==> config.mk <==
export PLATFORM = sky130hd
export DESIGN_NAME = seg_scan_display
export DESIGN_NICKNAME = d
export VERILOG_FILES = /design/src/rtl/seg_pkg.sv /design/src/rtl/seg_code_decode.sv /design/src/rtl/seg_scan_display.sv
export SDC_FILE = /design/constraint.sdc
export NUM_CORES = 1
export LEC_CHECK = 0
export BUFFER_PORTS_ARGS = -buffer_cell sky130_fd_sc_hd__buf_2
export CAP_MARGIN = 5
export CORE_ASPECT_RATIO = 1.25
export CORE_MARGIN = 5
export CORE_UTILIZATION = 59
export DETAILED_ROUTE_END_ITERATION = 10
export PLACE_DENSITY = 0.78
export SYNTH_ARGS = -nofsm -noshare
export SYNTH_HDL_FRONTEND = slang
export SYNTH_HIERARCHICAL = 1
export SYNTH_SLANG_ARGS = --single-unit
==> constraint.sdc <==
create_clock -name clk -period 5.2 [get_ports clk]
set_clock_uncertainty 0.2 [all_clocks]
set_input_delay 0.26 -clock clk [delete_from_list [all_inputs] [get_ports clk]]
set_output_delay 0.26 -clock clk [all_outputs]
set_load 0.05 [all_outputs]
==> src/rtl/seg_pkg.sv <==
// Shared code type, glyph constants and the A..Z glyph table for the segment scanner.
// Glyphs are active-low with bit 0 = segment a through bit 6 = segment g.
package seg_pkg;

    typedef logic [5:0] code_t;

    localparam code_t      CODE_BLANK         = 6'd26;
    localparam code_t      CODE_FIRST_INVALID = 6'd27;
    localparam logic [6:0] SEG_OFF            = 7'h7F;
    localparam logic [6:0] SEG_DASH           = 7'h3F;

    // Letters A..Z; a few letters (K, M, V, W, X) are approximations on seven segments.
    localparam logic [6:0] LETTER_GLYPH [26] = '{
        7'h08, 7'h03, 7'h46, 7'h21, 7'h06, 7'h0E, 7'h42, 7'h09, 7'h4F,
        7'h61, 7'h0A, 7'h47, 7'h6A, 7'h2B, 7'h40, 7'h0C, 7'h18, 7'h2F,
        7'h12, 7'h07, 7'h41, 7'h63, 7'h55, 7'h09, 7'h11, 7'h24
    };

endpackage

==> src/rtl/seg_code_decode.sv <==
// Combinational decode of a 6-bit display code into an active-low 7-segment glyph:
// letters for 0..25, dark for the blank code, dash for everything above.
module seg_code_decode
    import seg_pkg::*;
(
    input  code_t      i_code,
    output logic [6:0] o_glyph
);

    always_comb begin
        o_glyph = SEG_DASH;
        if (i_code < CODE_BLANK) begin
            o_glyph = LETTER_GLYPH[i_code[4:0]];
        end else if (i_code < CODE_FIRST_INVALID) begin
            o_glyph = SEG_OFF;
        end
    end

endmodule

==> src/rtl/seg_scan_display.sv <==
// Multiplexed 7-segment scanner with frame-boundary (tear-free) data update.
// Define SEG_BLINK_EN to enable per-digit blinking driven by blink_mask.
module seg_scan_display
    import seg_pkg::*;
#(
    parameter int NUM_DIGITS   = 4,
    parameter int REFRESH_DIV  = 100000,
    parameter int BLINK_FRAMES = 64
) (
    input  logic                    clk,
    input  logic                    rst_n,
    input  logic                    load,
    input  logic [NUM_DIGITS*6-1:0] data_in,
    input  logic [NUM_DIGITS-1:0]   blank_mask,
    input  logic [NUM_DIGITS-1:0]   blink_mask,
    output logic [6:0]              seg,
    output logic [NUM_DIGITS-1:0]   an,
    output logic                    frame_tick,
    output logic                    update_pending
);

    localparam int PW = $clog2(REFRESH_DIV);
    localparam int IW = (NUM_DIGITS > 1) ? $clog2(NUM_DIGITS) : 1;

    logic [PW-1:0]                r_presc;
    logic [IW-1:0]                r_idx;
    logic [IW-1:0]                w_idx_nxt;
    code_t [NUM_DIGITS-1:0]       r_act_code;
    code_t [NUM_DIGITS-1:0]       r_pend_code;
    code_t [NUM_DIGITS-1:0]       w_act_code_nxt;
    logic [NUM_DIGITS-1:0]        r_act_blank;
    logic [NUM_DIGITS-1:0]        r_pend_blank;
    logic [NUM_DIGITS-1:0]        w_act_blank_nxt;
    logic                         r_pending;
    logic                         w_tick;
    logic                         w_wrap;
    logic                         w_blink_dark;
    code_t                        w_code;
    logic [6:0]                   w_glyph;
    logic [6:0]                   r_seg;
    logic [NUM_DIGITS-1:0]        r_an;

    assign w_tick    = (r_presc == PW'(REFRESH_DIV - 1));
    assign w_wrap    = w_tick && (r_idx == IW'(NUM_DIGITS - 1));
    assign w_idx_nxt = !w_tick ? r_idx : (w_wrap ? '0 : r_idx + 1'b1);

    always_ff @(posedge clk) begin
        if (!rst_n) begin
            r_presc <= '0;
            r_idx   <= '0;
        end else begin
            r_presc <= w_tick ? '0 : r_presc + 1'b1;
            r_idx   <= w_idx_nxt;
        end
    end

    // A load landing exactly on the wrap edge bypasses the pending stage.
    always_comb begin
        w_act_code_nxt  = r_act_code;
        w_act_blank_nxt = r_act_blank;
        if (w_wrap && load) begin
            w_act_code_nxt  = data_in;
            w_act_blank_nxt = blank_mask;
        end else if (w_wrap && r_pending) begin
            w_act_code_nxt  = r_pend_code;
            w_act_blank_nxt = r_pend_blank;
        end
    end

    always_ff @(posedge clk) begin
        if (!rst_n) begin
            r_act_code   <= {NUM_DIGITS{CODE_BLANK}};
            r_act_blank  <= '0;
            r_pend_code  <= {NUM_DIGITS{CODE_BLANK}};
            r_pend_blank <= '0;
            r_pending    <= 1'b0;
        end else begin
            r_act_code  <= w_act_code_nxt;
            r_act_blank <= w_act_blank_nxt;
            if (load && !w_wrap) begin
                r_pend_code  <= data_in;
                r_pend_blank <= blank_mask;
                r_pending    <= 1'b1;
            end else if (w_wrap) begin
                r_pending <= 1'b0;
            end
        end
    end

`ifdef SEG_BLINK_EN
    localparam int FW = (BLINK_FRAMES > 1) ? $clog2(BLINK_FRAMES) : 1;

    logic [FW-1:0] r_frame_cnt;
    logic [FW-1:0] w_frame_cnt_nxt;
    logic          r_blink;
    logic          w_blink_nxt;

    always_comb begin
        w_frame_cnt_nxt = r_frame_cnt;
        w_blink_nxt     = r_blink;
        if (w_wrap) begin
            if (r_frame_cnt == FW'(BLINK_FRAMES - 1)) begin
                w_frame_cnt_nxt = '0;
                w_blink_nxt     = ~r_blink;
            end else begin
                w_frame_cnt_nxt = r_frame_cnt + 1'b1;
            end
        end
    end

    always_ff @(posedge clk) begin
        if (!rst_n) begin
            r_frame_cnt <= '0;
            r_blink     <= 1'b0;
        end else begin
            r_frame_cnt <= w_frame_cnt_nxt;
            r_blink     <= w_blink_nxt;
        end
    end

    assign w_blink_dark = w_blink_nxt && blink_mask[w_idx_nxt];
`else
    logic w_unused_blink;
    assign w_unused_blink = ^blink_mask;
    assign w_blink_dark   = 1'b0;
`endif

    // Outputs are built from next-state values so they move on the same edge as the index.
    assign w_code = w_act_code_nxt[w_idx_nxt];

    seg_code_decode u_decode (
        .i_code  (w_code),
        .o_glyph (w_glyph)
    );

    always_ff @(posedge clk) begin
        if (!rst_n) begin
            r_seg <= SEG_OFF;
            r_an  <= ~NUM_DIGITS'(1);
        end else begin
            r_an  <= ~(NUM_DIGITS'(1) << w_idx_nxt);
            r_seg <= (w_act_blank_nxt[w_idx_nxt] || w_blink_dark) ? SEG_OFF : w_glyph;
        end
    end

    assign seg            = r_seg;
    assign an             = r_an;
    assign frame_tick     = w_wrap && rst_n;
    assign update_pending = r_pending;

endmodule

Word-level counts from Yosys, hierarchy flattened
Memories as Yosys holds them, arrays and structs flattened. Index checks and enable logic that the tools add are counted.

$add $sub $neg: 2. Magnitude comparators: 4. Eq/ne operators: 2. Shift-type cells: 1. Mux-type cells: 16. Bitwise logic cells: 3. Reductions and logical operators: 9.

Operators with widths (number): $mux W24 (2); $mux W7 (4); $add A17 B1 Y17 const B (1); $eq A17 B17 Y1 const B (1); $bmux W6 S2 (1); $lt A6 B5 Y1 const B (2); $mux W4 (2); $ge A6 B6 Y1 const B (1); $mux W6 (1); $not A5 Y6 (1); $logic_and A1 B1 Y1 (5); $mux W2 (2); $not A4 Y4 (1); $reduce_or A2 Y1 (2); $shl A1 B2 Y4 const A (1); $lt A2 B3 Y1 const B (1); $mux W1 (3); $add A2 B1 Y2 const B (1); $bmux W1 S2 (1); $eq A2 B2 Y1 const B (1); $reduce_bool A2 Y1 (1); $logic_not A1 Y1 (1); $not A1 Y1 (1).

Register bits: 87. Memory bits (read-only): 224. Word-level logic and storage cells: 53. Memories: 1.

Memory list: (no name shown) (words 32, width 7, read ports 1, clocked after memory_dff 0, write ports 0, RTL line seg_code_decode.sv:13) `o_glyph = LETTER_GLYPH[i_code[4:0]];`.

Longest topological paths before layout
Gate-level depths: netlist of the first run.

Word-level depth: 12. Depth in mapped cells: 19. Mapped depth without buffers: 15.

Cells and area by module
Netlist of the first run, hierarchy kept.

By module, submodules not included: seg_scan_display (instances 1, cells each 485, area an instance 4057.6 µm²); seg_code_decode (instances 1, cells each 62, area an instance 456.7 µm²).

Worst setup path before layout of the first run
OpenSTA, ideal clock, no wires.

Kind: reg-to-reg. Start: register r_presc[0]. End: register r_seg[1], in the netlist seg[1]. Library setup time: 0.136 ns. Arrival time: 3.695 ns. Required time: 4.864 ns. Slack: 1.169 ns. Cell stages (with the launch flop): 20. Buffers on the path: 4. Clock period less this slack: 4.031 ns. Cell sequence: dfxtp_1 -> ha_1 -> and4_1 -> clkbuf_2 -> and3_1 -> buf_2 -> nand2_1 -> buf_2 -> a221oi_1 -> a21oi_1 -> a32oi_1 -> clkbuf_1 -> inv_1 -> ha_1 -> inv_1 -> mux4_2 -> nor2_1 -> or3_1 -> nor3_1 -> nand2_1.

Word-level cells in the longest chain between the ends: 12.

Ends and longest elaborated chain: from (decl) (RTL line seg_scan_display.sv:25) `logic [PW-1:0] r_presc;`; from (signal assigned) (RTL line seg_scan_display.sv:52) `r_presc <= w_tick ? '0 : r_presc + 1'b1;`; $eq A17 B17 Y1 (*) (RTL line seg_scan_display.sv:43) `assign w_tick = (r_presc == PW'(REFRESH_DIV - 1));`; $logic_and A1 B1 Y1 (RTL line seg_scan_display.sv:44) `assign w_wrap = w_tick && (r_idx == IW'(NUM_DIGITS - 1));`; $logic_and A1 B1 Y1 (RTL line seg_scan_display.sv:64) `end else if (w_wrap && r_pending) begin`; $mux W24 (RTL line seg_scan_display.sv:64); $mux W24 (RTL line seg_scan_display.sv:61) `if (w_wrap && load) begin`; $bmux W6 S2 (*) (RTL line seg_scan_display.sv:129) `assign w_code = w_act_code_nxt[w_idx_nxt];`; $mux W6 (not written as such) (*) (RTL line seg_scan_display.sv:129); named net w_code[0] (RTL line seg_scan_display.sv:38) `code_t w_code;`; $not A5 Y6 (not written as such) (RTL line seg_code_decode.sv:13); $mem_v2 Z32 W7; $mux W7 (not written as such) (2 in a row) (RTL line seg_code_decode.sv:13); $mux W7 (*) (RTL line seg_code_decode.sv:12) `if (i_code < CODE_BLANK) begin`; named net w_glyph[1] (RTL line seg_scan_display.sv:39) `logic [6:0] w_glyph;`; to (signal assigned) (RTL line seg_scan_display.sv:142) `r_seg <= (w_act_blank_nxt[w_idx_nxt] || w_blink_dark) ? SEG_OFF : w_glyph;`; to (decl) (RTL line seg_scan_display.sv:40) `logic [6:0] r_seg;`.

Mark *: on every way through the listed nets, which the timed path passes. The rest lies on a longest branch. The select of a mux whose other input is x is not followed. A chain may end at the register's enable or synchronous reset.

Final worst setup path of the first run
Same ends and word-level chain as after synthesis.

==> run_results.csv, run 1 <==
group,metric,value,unit
min_path,hold_depth,2,
global_routing,track_usage,25.31,%
global_routing,grt_max_degree,48,
die,dieArea,9511,um2
die,rows,35,
clocking,insertion_delay,360,ps
sta,fmax,212.8,MHz
clocking,cts_buffers,9,
power,p_per_area,258.9,nW/um2
synthesis,avgSynthCellArea,8.253,um2
finish,final_cell_mix,"nand2_1, dfxtp_1, buf_2, dlygate4sd3_1, nor2_1",
synthesis,yosysSeqAreaShare,38.58,%
sta,layout_min_cycle_time,4699,ps
die,coreArea,7401,um2
place,dp_hpwl,7760,um
sta,rsz0062_at_grt,"no",
critical_path,r2r_end,"seg[1]",
synthesis,synth-edff-count,0,
finish,diodes,0,
finish,multi_input_area,2565,um2
clocking,cts_root_buffer,"clkbuf_8",
finish,final_layout_size_suffix_gt1_share,15.32,%
sta,fin_setup_tns,0,ps
critical_path,crit_path_max_fanout,13,
synthesis,netlist_area,4514,um2
min_path,holdPathEnd,"r_act_code[11]",
finish,syn_to_final_growth,17.27,%
sta,hold_viol_final,0,
sta,period_share,90.36,%
clocking,clkTransAtPathRegs,90,ps
critical_path,worstPathRequired,5220,ps
routing,first_iter_violations,304,
sta,setup_violations,0,
critical_path,worstSetupStartpointType,"flip-flop",
critical_path,reg2regPathDepth,15,
sta,finalMaxSlewViolations,0,
place,port_buffers,43,
die,die_x,88.24,um
synthesis,ys.flop_type,"dfxtp_1",
clocking,cts-resized-gates,0,
critical_path,r2r_slack,500,ps
routing,route.vias.total,4249,
die,num_io_pins,48,
finish,fin_util,71.53,%
synthesis,syn_inst,547,
die,floorplan.initialDensity,61.00,%
routing,wl_per_cell,16.54,um
global_routing,globalRouteOverflowTotal,0,
clocking,cts-htree-levels,3,
finish,final_common_cell,"nand2_1",
min_path,holdCritPathClass,"in2reg",
critical_path,r2r_start,"r_presc[0]",
routing,viasPerCell,6.079,
finish,area.sequential,1742,um2
synthesis,synth_seq_cells,87,
global_routing,first_global_vias,4146,
global_routing,grt_pass1_wl,19130,um
die,die_height,107.8,um
routing,ant_nets,0,
critical_path,worstSetupEndpointType,"flip-flop",
critical_path,worstSetupPathType,"reg2reg",
min_path,hp-start,"rst_n",
synthesis,netlist.area_leader.share,38.58,%
clocking,clock_path_buffers,2,
synthesis,synthesis.nets,591,
synthesis,yosys-top-cells-area,"dfxtp_1, nand2_1, ha_1",
flow_run,max_cap_violations,0,
synthesis,yosysUniqueCellTypes,64,
global_routing,antenna_found_initial,0,
clocking,clock_sinks,87,
routing,drt_pass1_iterations,5,
clocking,cts_tree,"done",
critical_path,arrival,4720,ps
status,status,"finished clean",
finish,fill_cells,570,
routing,wl,11560,um
sta,max_slew_margin,23.02,%
synthesis,yosys_warnings,6,
synthesis,yosysTopAreaCell,"dfxtp_1",
routing,drc,0,
power,vdd_drop_max,0.1869,mV
finish,nets,646,
synthesis,postSynth.asyncResetShare,0,%
power,p_leak,2.139,nW
sta,worst_pin_slew,1155,ps
place,gp_congestion,0.8669,
## how the worst max path moves through the flow
stage	start	endpoint
4_1_cts	r_presc[0]	seg[0]
3_5_place_dp	r_presc[0]	seg[1]
6_report	r_presc[0]	seg[1]
3_3_place_gp	r_presc[0]	seg[1]
5_1_grt	r_presc[0]	seg[1]
2_1_floorplan	r_presc[0]	seg[1]
## registers in the layout (all words and copies together), names as in the netlist
name / flops
an: 4
r_act_blank: 4
r_act_code: 24
r_idx: 2
r_pend_blank: 4
r_pend_code: 24
r_presc: 17
seg: 7
update_pending: 1
## metrics by stage
| stage | instance area (um2) | cells | hold slack [ps] | worst slack, ps | total power, W |
|---|---|---|---|---|---|
| CTS | 5294 | 699 | 81.35 | 588.2 | 0.001377 |
| detailed placement | 4768 | 655 | 246.4 | 624.7 | 0.0007971 |
| global route | 5294 | 699 | 106.5 | 101.4 | 0.001423 |
| global placement | 4768 | 655 | 238.5 | 764.1 | 0.0007925 |
| floorplan | 4514 | 547 | 184.2 | 1169 | 0.0007626 |
| finish | 5294 | 699 | 99.36 | 501.1 | 0.001371 |
## routing by layer
layer	up-vias	routed length (um)	GRT usage (%)
met3	28	684	5.283
met4	0	319	10.48
met1	1999	4783	30.51
li1	2063	-	-
met2	159	5772	42.99
met5	-	0	0
## power by group
group,internal (W),switching (W),total [W]
Sequential,0.000681,0.00000975,0.000691
Clock,0.000330,0.000241,0.000571
Combinational,0.0000465,0.0000618,0.000108
Total,0.00106,0.000312,0.00137
## final cells by class
cell class / count / share of cell area, %
Timing Repair Buffer: 84 / 11.20
Sequential cell: 87 / 32.90
Multi-Input combinational cell: 411 / 48.45
Inverter: 9 / 0.6381
Clock buffer: 10 / 2.600
Clock inverter: 6 / 2.033
Tap cell: 92 / 2.174
## Yosys cell counts (all sizes together), types with 2 or more instances
cell      n
nand2   124
dfxtp    87
nor2     28
clkbuf   27
nand3    20
o21ai    20
a21boi   17
a21oi    14
and2     14
buf      13
nor3     13
xor2     11
a221o    10
a221oi   10
a31oi     9
and3      9
ha        9
mux2i     9
inv       8
o31ai     8
a22oi     7
o211ai    7
o41ai     7
mux2      6
nor2b     6
or3       6
nor4b     5
nand2b    4
o22ai     4
a21o      3
a32oi     3
nand4b    3
o211a     3
o221ai    3
a211oi    2
and4      2
mux4      2
nand4     2
or2       2
xnor2     2
## kinds of logic after synthesis
| family | after synthesis | synth area share [%] |
|---|---|---|
| simple gates | 242 | 26.08 |
| compound gates | 130 | 20.95 |
| flops | 87 | 38.58 |
| buf+inv | 49 | 4.601 |
| mux | 17 | 4.767 |
| xor+xnor | 13 | 2.522 |
| fa+ha+maj | 9 | 2.495 |
## worst max-delay path, stage by stage, from the launching register on
cell and delay, ps:
dfxtp_1 380, ha_1 220, and4_1 370, and3_1 350
nand2_1 350, o31ai_1 340, a221oi_1 100, o221ai_1 810
inv_2 160, ha_1 320, inv_1 80, mux4_2 240
nor2_1 40, or3_1 330, nor3_1 180, nand2_1 70
## repair_timing
action                    4_1_cts  5_1_grt
hold endpoints to repair       43        0
buffers inserted                0        0
hold buffers                   28        0
No activity file was read; power rests on OpenSTA's default activity.
==> inputs of run 2 (changes only) <==
==> constraint.sdc (replaced) <==
create_clock -name clk -period 5.2 [get_ports clk]
set_clock_uncertainty 0.2 [all_clocks]
set_input_delay 1.04 -clock clk [delete_from_list [all_inputs] [get_ports clk]]
set_output_delay 1.04 -clock clk [all_outputs]
set_load 0.05 [all_outputs]
==> run 2 against run 1 <==
  * Worst hold slack gained 160 ps
  * Final area shrank 6.5%
  * Maximum frequency grew 4.8%
  * Largest power group unchanged
  * Critical path type unchanged
  * Count of clock-buffer cells in the layout is the same
  * Combinational power shrank 18%
==> run_results.csv, run 2 (synthesized netlist as in run 1, its figures left out) <==
group,metric,value,unit
die,dieArea,9511,um2
die,rows,35,
status,status,"finished clean",
clocking,cts_root_buffer,"clkbuf_8",
sta,hold_viol_final,0,
sta,whs,257.3,ps
clocking,cts-htree-levels,3,
die,floorplan.initialDensity,61.00,%
routing,route.vias.total,4070,
clocking,cts_buffers,9,
sta,layout_min_cycle_time,4485,ps
critical_path,worstPathRequired,5220,ps
critical_path,worstSetupStartpointType,"flip-flop",
finish,syn_to_final_growth,9.645,%
critical_path,reg2regPathDepth,16,
power,power,0.001259,W
finish,reg.largest.list,"r_act_code (24), r_pend_code (24), r_presc (17)",
clocking,hold_buffers,0,
global_routing,first_global_vias,3872,
clocking,clkTransAtPathRegs,90,ps
clocking,cts-resized-gates,0,
sta,finalMaxSlewViolations,0,
global_routing,antenna_found_initial,0,
die,die_x,88.24,um
critical_path,r2r_slack,710,ps
routing,wl_per_cell,16.33,um
routing,drt_pass1_iterations,5,
clocking,clock_path_buffers,2,
power,p_per_area,254.3,nW/um2
routing,met3_length,709,um
power,p_leak,1.986,nW
clocking,cts_setup_buffers,0,
global_routing,grt_pass1_wl,18330,um
die,coreArea,7401,um2
finish,final_cell_mix,"nand2_1, dfxtp_1, buf_2, nor2_1, o21ai_0",
sta,worst_pin_slew,1126,ps
critical_path,r2r_start,"r_presc[0]",
die,num_io_pins,48,
power,vdd_drop_max,0.1839,mV
global_routing,track_usage,23.87,%
clocking,clock_sinks,87,
global_routing,grt_max_degree,66,
sta,fin_setup_tns,0,ps
global_routing,globalRouteOverflowTotal,0,
sta,max_slew_margin,24.84,%
routing,wl,10930,um
routing,first_iter_violations,233,
routing,ant_nets,0,
place,dp_hpwl,7433,um
finish,final_layout_size_suffix_gt1_share,15.60,%
sta,setup_violations,0,
critical_path,worstSetupPathType,"reg2reg",
finish,diodes,0,
critical_path,r2r_end,"seg[1]",
sta,rsz0062_at_grt,"no",
critical_path,crit_path_max_fanout,16,
critical_path,worstSetupEndpointType,"flip-flop",
routing,drc,0,
sta,period_share,86.25,%
clocking,insertion_delay,350,ps
finish,final_area,4950,um2
place,port_buffers,43,
critical_path,crit_path_end,"seg[1]",
min_path,holdCritPathClass,"reg2reg",
die,die_height,107.8,um
sta,fmax,223.0,MHz
clocking,cts_tree,"done",
critical_path,arrival,4500,ps
finish,final_common_cell,"nand2_1",
routing,viasPerCell,6.084,
place,gp_congestion,0.8914,
routing,met1_length,4649,um
place,place_area,4753,um2
finish,fill_cells,623,
critical_path,cp-startpoint,"r_presc[0]",
routing,highest_layer,"met4",
routing,wl_met2,5400,um
flow_run,max_cap_violations,0,
finish,nets,616,
[run 2: cell types whose count changed in the layout (fill, tap and decap cells not counted), sizes merged]
cell / before / now
buf: 56 / 54
inv: 8 / 10
bufinv: 3 / 1
dlygate4sd3: 28 / 0
[run 2: metrics by stage]
stage / worst slack, ps / std cells / util, %
finish: 714.8 / 669 / 66.88
global placement: 799.1 / 653 / 64.23
detailed placement: 735.7 / 653 / 64.23
CTS: 807.6 / 669 / 66.88
global route: 486.1 / 669 / 66.88
floorplan: 962.6 / 547 / -
[run 2: worst min path at each step]
| stage | startpoint | end | slack (ps) | cells past startpoint |
|---|---|---|---|---|
| floorplan | r_presc[0] | r_presc[0] | 230 | 1 |
| global placement | r_pend_code[20] | r_pend_code[20] | 240 | 2 |
| detailed placement | r_pend_code[20] | r_pend_code[20] | 250 | 2 |
| CTS | r_pend_code[20] | r_pend_code[20] | 260 | 2 |
| global route | r_pend_code[18] | r_pend_code[18] | 280 | 2 |
| finish | r_pend_code[20] | r_pend_code[20] | 260 | 2 |
[run 2: area by class of cell]
class	count	area, um2	area share, %
Clock buffer	10	127.6	2.578
Timing Repair Buffer	54	297.8	6.016
Tap cell	92	115.1	2.326
Inverter	9	33.78	0.6825
Multi-Input combinational cell	411	2565	51.82
Sequential cell	87	1742	35.19
Clock inverter	6	68.82	1.390
[run 2: metal layers]
layer / global-route usage [%] / up-vias
li1: - / 2004
met1: 30.55 / 1918
met2: 40.70 / 131
met3: 4.824 / 17
met4: 5.832 / 0
met5: 0 / -
[run 2: power by group]
part           internal, W  total [W]  switching, W
sequential        0.000682   0.000691    0.00000967
combinational    0.0000316  0.0000889     0.0000574
clock             0.000226   0.000478      0.000253
total             0.000939    0.00126      0.000320
[run 2: worst max-delay path, cell delays in order, from the launching register on]
cell and delay (ps):
dfxtp_1 390, ha_1 220, and4_1 380, nand3_2 380
nor3_2 430, buf_4 310, a221o_1 210, nand2_1 60
a32oi_1 320, inv_1 190, ha_1 320, inv_1 70
mux4_2 230, nor2_1 40, or3_1 320, nor3_1 190
nand2_1 70
==> inputs of run 3 (changes only) <==
Settings changed: GPL_TIMING_DRIVEN set to 0.
==> run 3 against run 2 <==
  * Sequential power hardly changed
  * Global-route usage is 2.8 points higher
  * Via count is 7.4% higher
  * Critical endpoint unchanged
  * Highest routed layer unchanged
==> run_results.csv, run 3 (synthesized netlist as in run 1, its figures left out) <==
group,metric,value,unit
clocking,cts-htree-levels,3,
global_routing,grt_max_degree,14,
critical_path,arrival,4760,ps
sta,setup_violations,0,
clocking,cts_setup_buffers,0,
critical_path,path_delay_family,"buffers and inverters",
finish,final_area,5069,um2
clocking,hold_buffers,0,
critical_path,reg2regPathDepth,19,
critical_path,cpPeakStageDelay,380,ps
finish,final_cells,698,
finish,final_common_cell,"nand2_1",
die,dieArea,9511,um2
sta,fmax,210.9,MHz
power,p_per_area,254.1,nW/um2
power,vdd_drop_max,0.1951,mV
routing,first_iter_violations,340,
routing,wl_per_cell,17.50,um
global_routing,track_usage,26.69,%
routing,drc,0,
die,die_x,88.24,um
sta,fin_ws,458.7,ps
routing,met3_length,866,um
critical_path,r2r_end,"seg[1]",
sta,layout_min_cycle_time,4741,ps
routing,viasPerCell,6.261,
clocking,clock_sinks,87,
die,rows,35,
clocking,cts_tree,"done",
finish,reg.largest.list,"r_act_code (24), r_pend_code (24), r_presc (17)",
sta,hold_viol_final,0,
min_path,holdPathEnd,"r_pend_code[20]",
finish,fill_cells,630,
global_routing,first_global_vias,4217,
critical_path,r2r_slack,460,ps
global_routing,antenna_found_initial,0,
routing,met1_length,5008,um
min_path,hold_depth,2,
critical_path,crit_buf_inv,6,
finish,final_cell_mix,"nand2_1, dfxtp_1, buf_2, clkbuf_1, nor2_1",
critical_path,slowest_stage,"dfxtp_1",
routing,wl,12220,um
die,num_io_pins,48,
routing,drt_pass1_iterations,5,
critical_path,worstSetupStartpointType,"flip-flop",
flow_run,max_cap_violations,0,
critical_path,worstSetupEndpointType,"flip-flop",
place,dp_hpwl,8828,um
finish,syn_to_final_growth,12.28,%
critical_path,crit_chain,"ha_1, and4_1, clkbuf_2, and3_1, buf_2, nand2_1, buf_2, a221oi_1, a21oi_1, a32oi_2, clkbuf_1, inv_1, ha_1, inv_1, mux4_2, nor2_1, or3_1, nor3_1, nand2_1",
place,pre_cts_slack,19.29,ps
sta,fin_setup_tns,0,ps
sta,worst_pin_slew,763.8,ps
sta,max_slew_margin,48.80,%
finish,final_layout_size_suffix_gt1_share,15.18,%
sta,finalMaxSlewViolations,0,
place,gp_congestion,0.9548,
critical_path,r2r_start,"r_presc[0]",
critical_path,worstPathRequired,5220,ps
clocking,cts_root_buffer,"clkbuf_8",
routing,wl_met2,5861,um
routing,ant_nets,0,
clocking,clkTransAtPathRegs,90,ps
min_path,hp-start,"r_pend_code[20]",
finish,fin_util,68.49,%
sta,rsz0062_at_grt,"no",
critical_path,crit_path_max_fanout,10,
min_path,holdCritPathClass,"reg2reg",
routing,highest_layer,"met4",
critical_path,worstSetupPathType,"reg2reg",
routing,route.vias.total,4370,
power,p_leak,2.028,nW
sta,period_share,91.18,%
finish,nets,645,
clocking,cts-resized-gates,0,
die,floorplan.initialDensity,61.00,%
global_routing,grt_pass1_wl,20040,um
place,dp.cells,682,
finish,diodes,0,
status,status,"finished clean",
clocking,cts_buffers,9,
clocking,clock_path_buffers,2,
place,place_area,4845,um2
die,die_height,107.8,um
place,port_buffers,43,
clocking,insertion_delay,350,ps
global_routing,globalRouteOverflowTotal,0,
die,coreArea,7401,um2
==> run 3: changes by cell type in the layout (fill, tap and decap cells not counted), moves of 2 or more <==
cell	change
clkbuf_1	+26
buf_4	-10
buf_2	+8
buf_1	+3
clkbuf_8	+3
clkbuf_2	+2
inv_6	-2
==> run 3: stage by stage <==
step | hold slack [ps] | total power (W)
3_5_place_dp | 244.4 | 0.0008021
5_1_grt | 287.3 | 0.001338
3_3_place_gp | 238.5 | 0.0007978
6_report | 253.4 | 0.001288
2_1_floorplan | 229.7 | 0.0007626
4_1_cts | 256.5 | 0.001291
==> run 3: area by class of cell <==
| cell class | count | area (um2) | share of cell area (%) |
|---|---|---|---|
| multi-input cells | 411 | 2579 | 50.88 |
| clock buffers | 14 | 172.7 | 3.407 |
| clock inverters | 2 | 37.54 | 0.7406 |
| plain buffers | 40 | 173.9 | 3.431 |
| repair buffers | 43 | 215.2 | 4.246 |
| inverters | 9 | 33.78 | 0.6665 |
| flip-flops and latches | 87 | 1742 | 34.36 |
| well taps | 92 | 115.1 | 2.271 |
==> run 3: worst max path at each step <==
stage / start / cells after the start / slack [ps] / to
floorplan: load / 16 / 960 / seg[1]
global placement: load / 17 / 50 / seg[1]
detailed placement: load / 18 / 20 / seg[1]
CTS: r_presc[0] / 19 / 320 / seg[1]
global route: r_presc[0] / 19 / 70 / seg[1]
finish: r_presc[0] / 19 / 460 / seg[1]
==> run 3: report_power, final <==
| group | internal [W] | switching, W | leakage [nW] | total, W |
|---|---|---|---|---|
| Sequential | 0.000682 | 0.0000103 | 0.709 | 0.000692 |
| Clock | 0.000262 | 0.000237 | 0.103 | 0.000500 |
| Combinational | 0.0000334 | 0.0000630 | 1.22 | 0.0000963 |
| Total | 0.000977 | 0.000310 | 2.03 | 0.00129 |
==> run 3: layer usage <==
| layer | up-vias | track usage [%] |
|---|---|---|
| li1 | 2055 | - |
| met1 | 2041 | 33.02 |
| met2 | 220 | 43.48 |
| met3 | 54 | 4.900 |
| met4 | 0 | 13.93 |
| met5 | - | 0 |
==> run 3: worst min-delay path: cells and delay by family, from the launching register on <==
kind	cells	cell delay, ps
flip-flops	1	310
AND/OR/NAND/NOR	1	50
AO/OA/AOI/OAI	1	50
